**src/rtl/serializer_64bit.sv**
```systemverilog
// Parallel-to-serial transmitter: takes one WIDTH-bit word over valid/ready and
// shifts it out one bit per clock with frame markers. Define SERIALIZER_PARITY_EN
// to append an even-parity bit to every frame.
module serializer_64bit #(
  parameter int WIDTH     = 64,
  parameter int MSB_FIRST = 1
) (
  input  logic             clk,
  input  logic             reset,
  input  logic [WIDTH-1:0] data_in,
  input  logic             data_valid,
  output logic             data_ready,
  output logic             ser_out,
  output logic             ser_valid,
  output logic             frame_start,
  output logic             ser_last,
  output logic             done
);

  localparam int CNT_W = $clog2(WIDTH);
  localparam logic [CNT_W-1:0] LAST_CNT = CNT_W'(WIDTH - 1);

`ifdef SERIALIZER_PARITY_EN
  typedef enum logic [1:0] {IDLE, SHIFT, PARITY, DONE} state_t;
`else
  typedef enum logic [1:0] {IDLE, SHIFT, DONE} state_t;
`endif

  state_t           state;
  logic [WIDTH-1:0] shreg;
  logic [CNT_W-1:0] bit_cnt;
`ifdef SERIALIZER_PARITY_EN
  logic             parity_bit;
`endif

  assign data_ready = (state == IDLE);

  // The registered outputs always describe the bit currently on the wire, so the
  // accept edge already loads bit 0 and the shift register holds what remains.
  always_ff @(posedge clk) begin
    if (reset) begin
      state       <= IDLE;
      shreg       <= '0;
      bit_cnt     <= '0;
      ser_out     <= 1'b0;
      ser_valid   <= 1'b0;
      frame_start <= 1'b0;
      ser_last    <= 1'b0;
      done        <= 1'b0;
`ifdef SERIALIZER_PARITY_EN
      parity_bit  <= 1'b0;
`endif
    end else begin
      case (state)
        IDLE: begin
          if (data_valid) begin
            state       <= SHIFT;
            bit_cnt     <= '0;
            ser_valid   <= 1'b1;
            frame_start <= 1'b1;
            ser_last    <= 1'b0;
`ifdef SERIALIZER_PARITY_EN
            parity_bit  <= ^data_in;
`endif
            if (MSB_FIRST != 0) begin
              ser_out <= data_in[WIDTH-1];
              shreg   <= {data_in[WIDTH-2:0], 1'b0};
            end else begin
              ser_out <= data_in[0];
              shreg   <= {1'b0, data_in[WIDTH-1:1]};
            end
          end
        end

        SHIFT: begin
          frame_start <= 1'b0;
          if (bit_cnt == LAST_CNT) begin
`ifdef SERIALIZER_PARITY_EN
            state    <= PARITY;
            ser_out  <= parity_bit;
            ser_last <= 1'b1;
`else
            state     <= DONE;
            ser_out   <= 1'b0;
            ser_valid <= 1'b0;
            ser_last  <= 1'b0;
            done      <= 1'b1;
`endif
          end else begin
            bit_cnt <= bit_cnt + CNT_W'(1);
`ifdef SERIALIZER_PARITY_EN
            ser_last <= 1'b0;
`else
            ser_last <= (bit_cnt == CNT_W'(WIDTH - 2));
`endif
            if (MSB_FIRST != 0) begin
              ser_out <= shreg[WIDTH-1];
              shreg   <= {shreg[WIDTH-2:0], 1'b0};
            end else begin
              ser_out <= shreg[0];
              shreg   <= {1'b0, shreg[WIDTH-1:1]};
            end
          end
        end

`ifdef SERIALIZER_PARITY_EN
        PARITY: begin
          state     <= DONE;
          ser_out   <= 1'b0;
          ser_valid <= 1'b0;
          ser_last  <= 1'b0;
          done      <= 1'b1;
        end
`endif

        DONE: begin
          state   <= IDLE;
          done    <= 1'b0;
          bit_cnt <= '0;
        end

        default: begin
          state <= IDLE;
        end
      endcase
    end
  end

endmodule

```
**config.mk**
```make
export PLATFORM = sky130hd
export DESIGN_NAME = serializer_64bit
export DESIGN_NICKNAME = d
export VERILOG_FILES = /design/src/rtl/serializer_64bit.sv
export SDC_FILE = /design/constraint.sdc
export NUM_CORES = 1
export LEC_CHECK = 0
export BUFFER_PORTS_ARGS = -buffer_cell sky130_fd_sc_hd__buf_2
export CAP_MARGIN = 5
export CORE_MARGIN = 2
export CORE_UTILIZATION = 50
export CTS_CLUSTER_SIZE = 28
export DETAILED_ROUTE_END_ITERATION = 7
export PLACE_DENSITY = 0.76
export SETUP_SLACK_MARGIN = 0.5
export SLEW_MARGIN = 20
export SYNTH_ARGS = -nofsm -noshare
export SYNTH_HDL_FRONTEND = slang
export SYNTH_SLANG_ARGS = --single-unit
```
**constraint.sdc**
```tcl
create_clock -name clk -period 1.7 [get_ports clk]
set_clock_uncertainty 0.1 [all_clocks]
set_input_delay 0.425 -clock clk [delete_from_list [all_inputs] [get_ports clk]]
set_output_delay 0.425 -clock clk [all_outputs]
set_load 0.03 [all_outputs]
```
==> impl_metrics.sql <==
INSERT INTO impl_metrics (metric_group, metric, value, unit) VALUES
('floorplanning', 'io-pin-count', '73', ''),
('power', 'vdd_ir_drop_max', '0.428', 'mV'),
('routing', 'detail_route.drc_violations', '0', ''),
('logic_synthesis', 'synth-edff-count', '0', ''),
('final_layout', 'final-seq-area', '1540', 'um^2'),
('cts', 'cts_buffers', '9', ''),
('global_routing', 'number_of_global_route_vias_before_repair', '3296', ''),
('logic_synthesis', 'yosysWarnings', '0', ''),
('global_routing', 'grt_usage', '23.4', '%'),
('sta', 'total_of_endpoints_with_negative_setup_slack_in_the_final_report', '2', ''),
('logic_synthesis', 'synth_area_per_cell', '8.94', 'um^2'),
('logic_synthesis', 'seq_area_frac_synth', '39.9', '%'),
('power', 'report.power.total', '4430', 'uW'),
('global_routing', 'number_of_antenna_violations_at_the_first_check_in_global_routing', '0', ''),
('setup_path', 'max_stage_delay', '340', 'ps'),
('routing', 'vias', '3714', ''),
('setup_path', 'critical_path.slowest_cell', 'dfxtp_2', ''),
('cts', 'cts_buffer_depth', '2', ''),
('logic_synthesis', 'synth_most_common_cell', 'nand2_1', ''),
('floorplanning', 'die-height', '91.4', 'um'),
('final_layout', 'multi_input_area', '2360', 'um^2'),
('sta', 'worst-slew-pin-transition', '409', 'ps'),
('cts', 'tritoncts_clock_tree', 'built', ''),
('routing', 'antenna_left', '0', ''),
('setup_path', 'arrival', '1880', 'ps'),
('logic_synthesis', 'synth-seq-cells', '76', ''),
('setup_path', 'crit_type', 'reg -> reg', ''),
('cts', 'clock-root-buffer', 'clkbuf_8', ''),
('floorplanning', 'design.die.area', '8350', 'um^2'),
('sta', 'slew_headroom', '72.8', '%'),
('routing', 'drt_pass1_iterations', '5', ''),
('outcome', 'violations', 'negative setup slack', ''),
('cts', 'cts_hold_buffers', '0', ''),
('sta', 'fmax', '586', 'MHz'),
('logic_synthesis', 'synth-main-ff-cell', 'dfxtp_1', ''),
('final_layout', 'num-nets-final', '598', ''),
('sta', 'grt_setup_unrepaired', 'yes', ''),
('logic_synthesis', 'yosysTopAreaCellShare', '39.9', '%'),
('sta', 'setup_slack', '-6.74', 'ps'),
('global_routing', 'grt_overflow_total', '0', ''),
('final_layout', 'antenna_cells_inserted', '0', ''),
('setup_path', 'cp_cell_sequence', 'ha_4 > and2_4 > a21oi_4 > buf_12 > clkbuf_16 > nor2_1 > a311oi_2', ''),
('sta', 'finalMaxSlewViolations', '0', ''),
('sta', 'post-route-min-period', '1710', 'ps'),
('routing', 'drtIter0Drc', '212', ''),
('sta', 'finalHoldViolCount', '0', ''),
('cts', 'worst_skew_pair.late_latency', '360', 'ps'),
('outcome', 'status', 'finished with violations', ''),
('power', 'power.density', '809', 'nW/um^2'),
('global_routing', 'grt_max_degree', '63', ''),
('floorplanning', 'core.rowCount', '31', ''),
('cts', 'path_clk_slew', '90', 'ps'),
('worst_hold_path', 'worst_hold_path_type', 'in -> reg', ''),
('placement', 'io_buffers', '72', ''),
('routing', 'avgRoutedWirePerCell', '19.6', 'um'),
('final_layout', 'share_of_layout_cells_above_drive_strength_1', '49.8', '%'),
('setup_path', 'worst-endpoint-required', '1870', 'ps'),
('placement', 'place_congestion', '0.813', ''),
('run', 'max-cap-violations', '0', ''),
('final_layout', 'fill_cells', '462', ''),
('logic_synthesis', 'mappedNetlistNets', '496', ''),
('final_layout', 'syn2layout_area_growth', '43.5', '%'),
('logic_synthesis', 'cell_area_after_technology_mapping', '3820', 'um^2'),
('power', 'p_leak', '0.00219', 'uW'),
('floorplanning', 'die_width', '91.4', 'um'),
('floorplanning', 'core-area', '7330', 'um^2'),
('routing', 'vias_per_cell', '5.87', ''),
('setup_path', 'worst-path-max-fanout', '15', ''),
('logic_synthesis', 'yosysUniqueCellTypes', '35', ''),
('routing', 'post_detailed_routing_wire_length', '12.4', 'mm'),
('logic_synthesis', 'synth_async_sr_flop_share', '0', '%');
[final timing paths]
check	slack, ps	start	to	cells after the start
setup reg to reg	-7	bit_cnt[1]	shreg[63]	7
hold reg to reg	390	ser_out	ser_out	2
hold / removal	240	data_in[0]	shreg[1]	3
setup / recovery	-7	bit_cnt[1]	shreg[63]	7
[cell families after synthesis]
| logic type | after synthesis | synth area share (%) |
|---|---|---|
| AO/OA/AOI/OAI | 90 | 29.7 |
| adder cells (fa/ha/maj) | 2 | 0.655 |
| buffers and inverters | 42 | 7.08 |
| flip-flops | 76 | 39.9 |
| AND/OR/NAND/NOR | 217 | 22.7 |
[cells in the final DEF, fill, tap and decap left out, drive strengths merged, types with 4 or more instances in the layout]
cell type,Yosys,routed
nand2,128,128
buf,22,120
dfxtp,76,76
nor2,71,71
a311oi,63,63
clkbuf,16,18
a21oi,9,9
a211oi,5,5
inv,4,4
clkinv,0,4
[final cells by class]
class	instances	area share, %
tap	99	2.26
timing repair buffer	129	22.9
clock inverter	6	1.19
clock buffer	10	2.33
multi-input combinational	309	43.0
sequential	76	28.0
inverter	4	0.274
[what timing repair did]
item                       4_1_cts  5_1_grt
setup endpoints to repair       81       82
gates resized for setup         45       55
buffers inserted                14        6
pin swaps                       18       19
gates cloned                     3       10
[report_power, final]
group / switching, uW / internal, uW / total, uW / leakage [uW]
clock network: 701 / 678 / 1380 / 0.0000962
logic: 535 / 487 / 1020 / 0.00146
registers: 107 / 1920 / 2030 / 0.000633
[layer usage]
metal / part of all wire, % / track usage (%) / routed length (um)
met1: 40 / 29.9 / 4950
met2: 52 / 37.7 / 6430
met3: 4.8 / 6.39 / 599
met4: 3.6 / 8.59 / 442
met5: 0 / 0 / 0
[critical path, delay by kind of cell, from the launching register on]
kind                     cells  cell delay (ps)
AO/OA/AOI/OAI                2              430
buffers and inverters        2              380
flip-flops                   1              340
AND/OR/NAND/NOR              2              210
adder cells (fa/ha/maj)      1              160
[through the flow]
stage	setup slack (ps)	util [%]	setup TNS (ps)	area (um^2)	hold WS, ps
final	-6.74	74.7	-9.26	5480	239
after global routing	-47.9	74.7	-521	5480	235
after CTS	50.2	67.5	0	4950	238
after detailed placement	-31.2	59.8	-120	4380	346
after global placement	29.4	59.8	0	4380	345
after floorplan	91.0	-	0	3910	354
[flip-flops by register name, indices dropped and copies added, names as in the netlist]
| register | cells |
|---|---|
| done | 1 |
| shreg | 63 |
| state | 2 |
| ser_last | 1 |
| ser_out | 1 |
| frame_start | 1 |
| bit_cnt | 6 |
| ser_valid | 1 |
(Power assumes the default switching activity.)
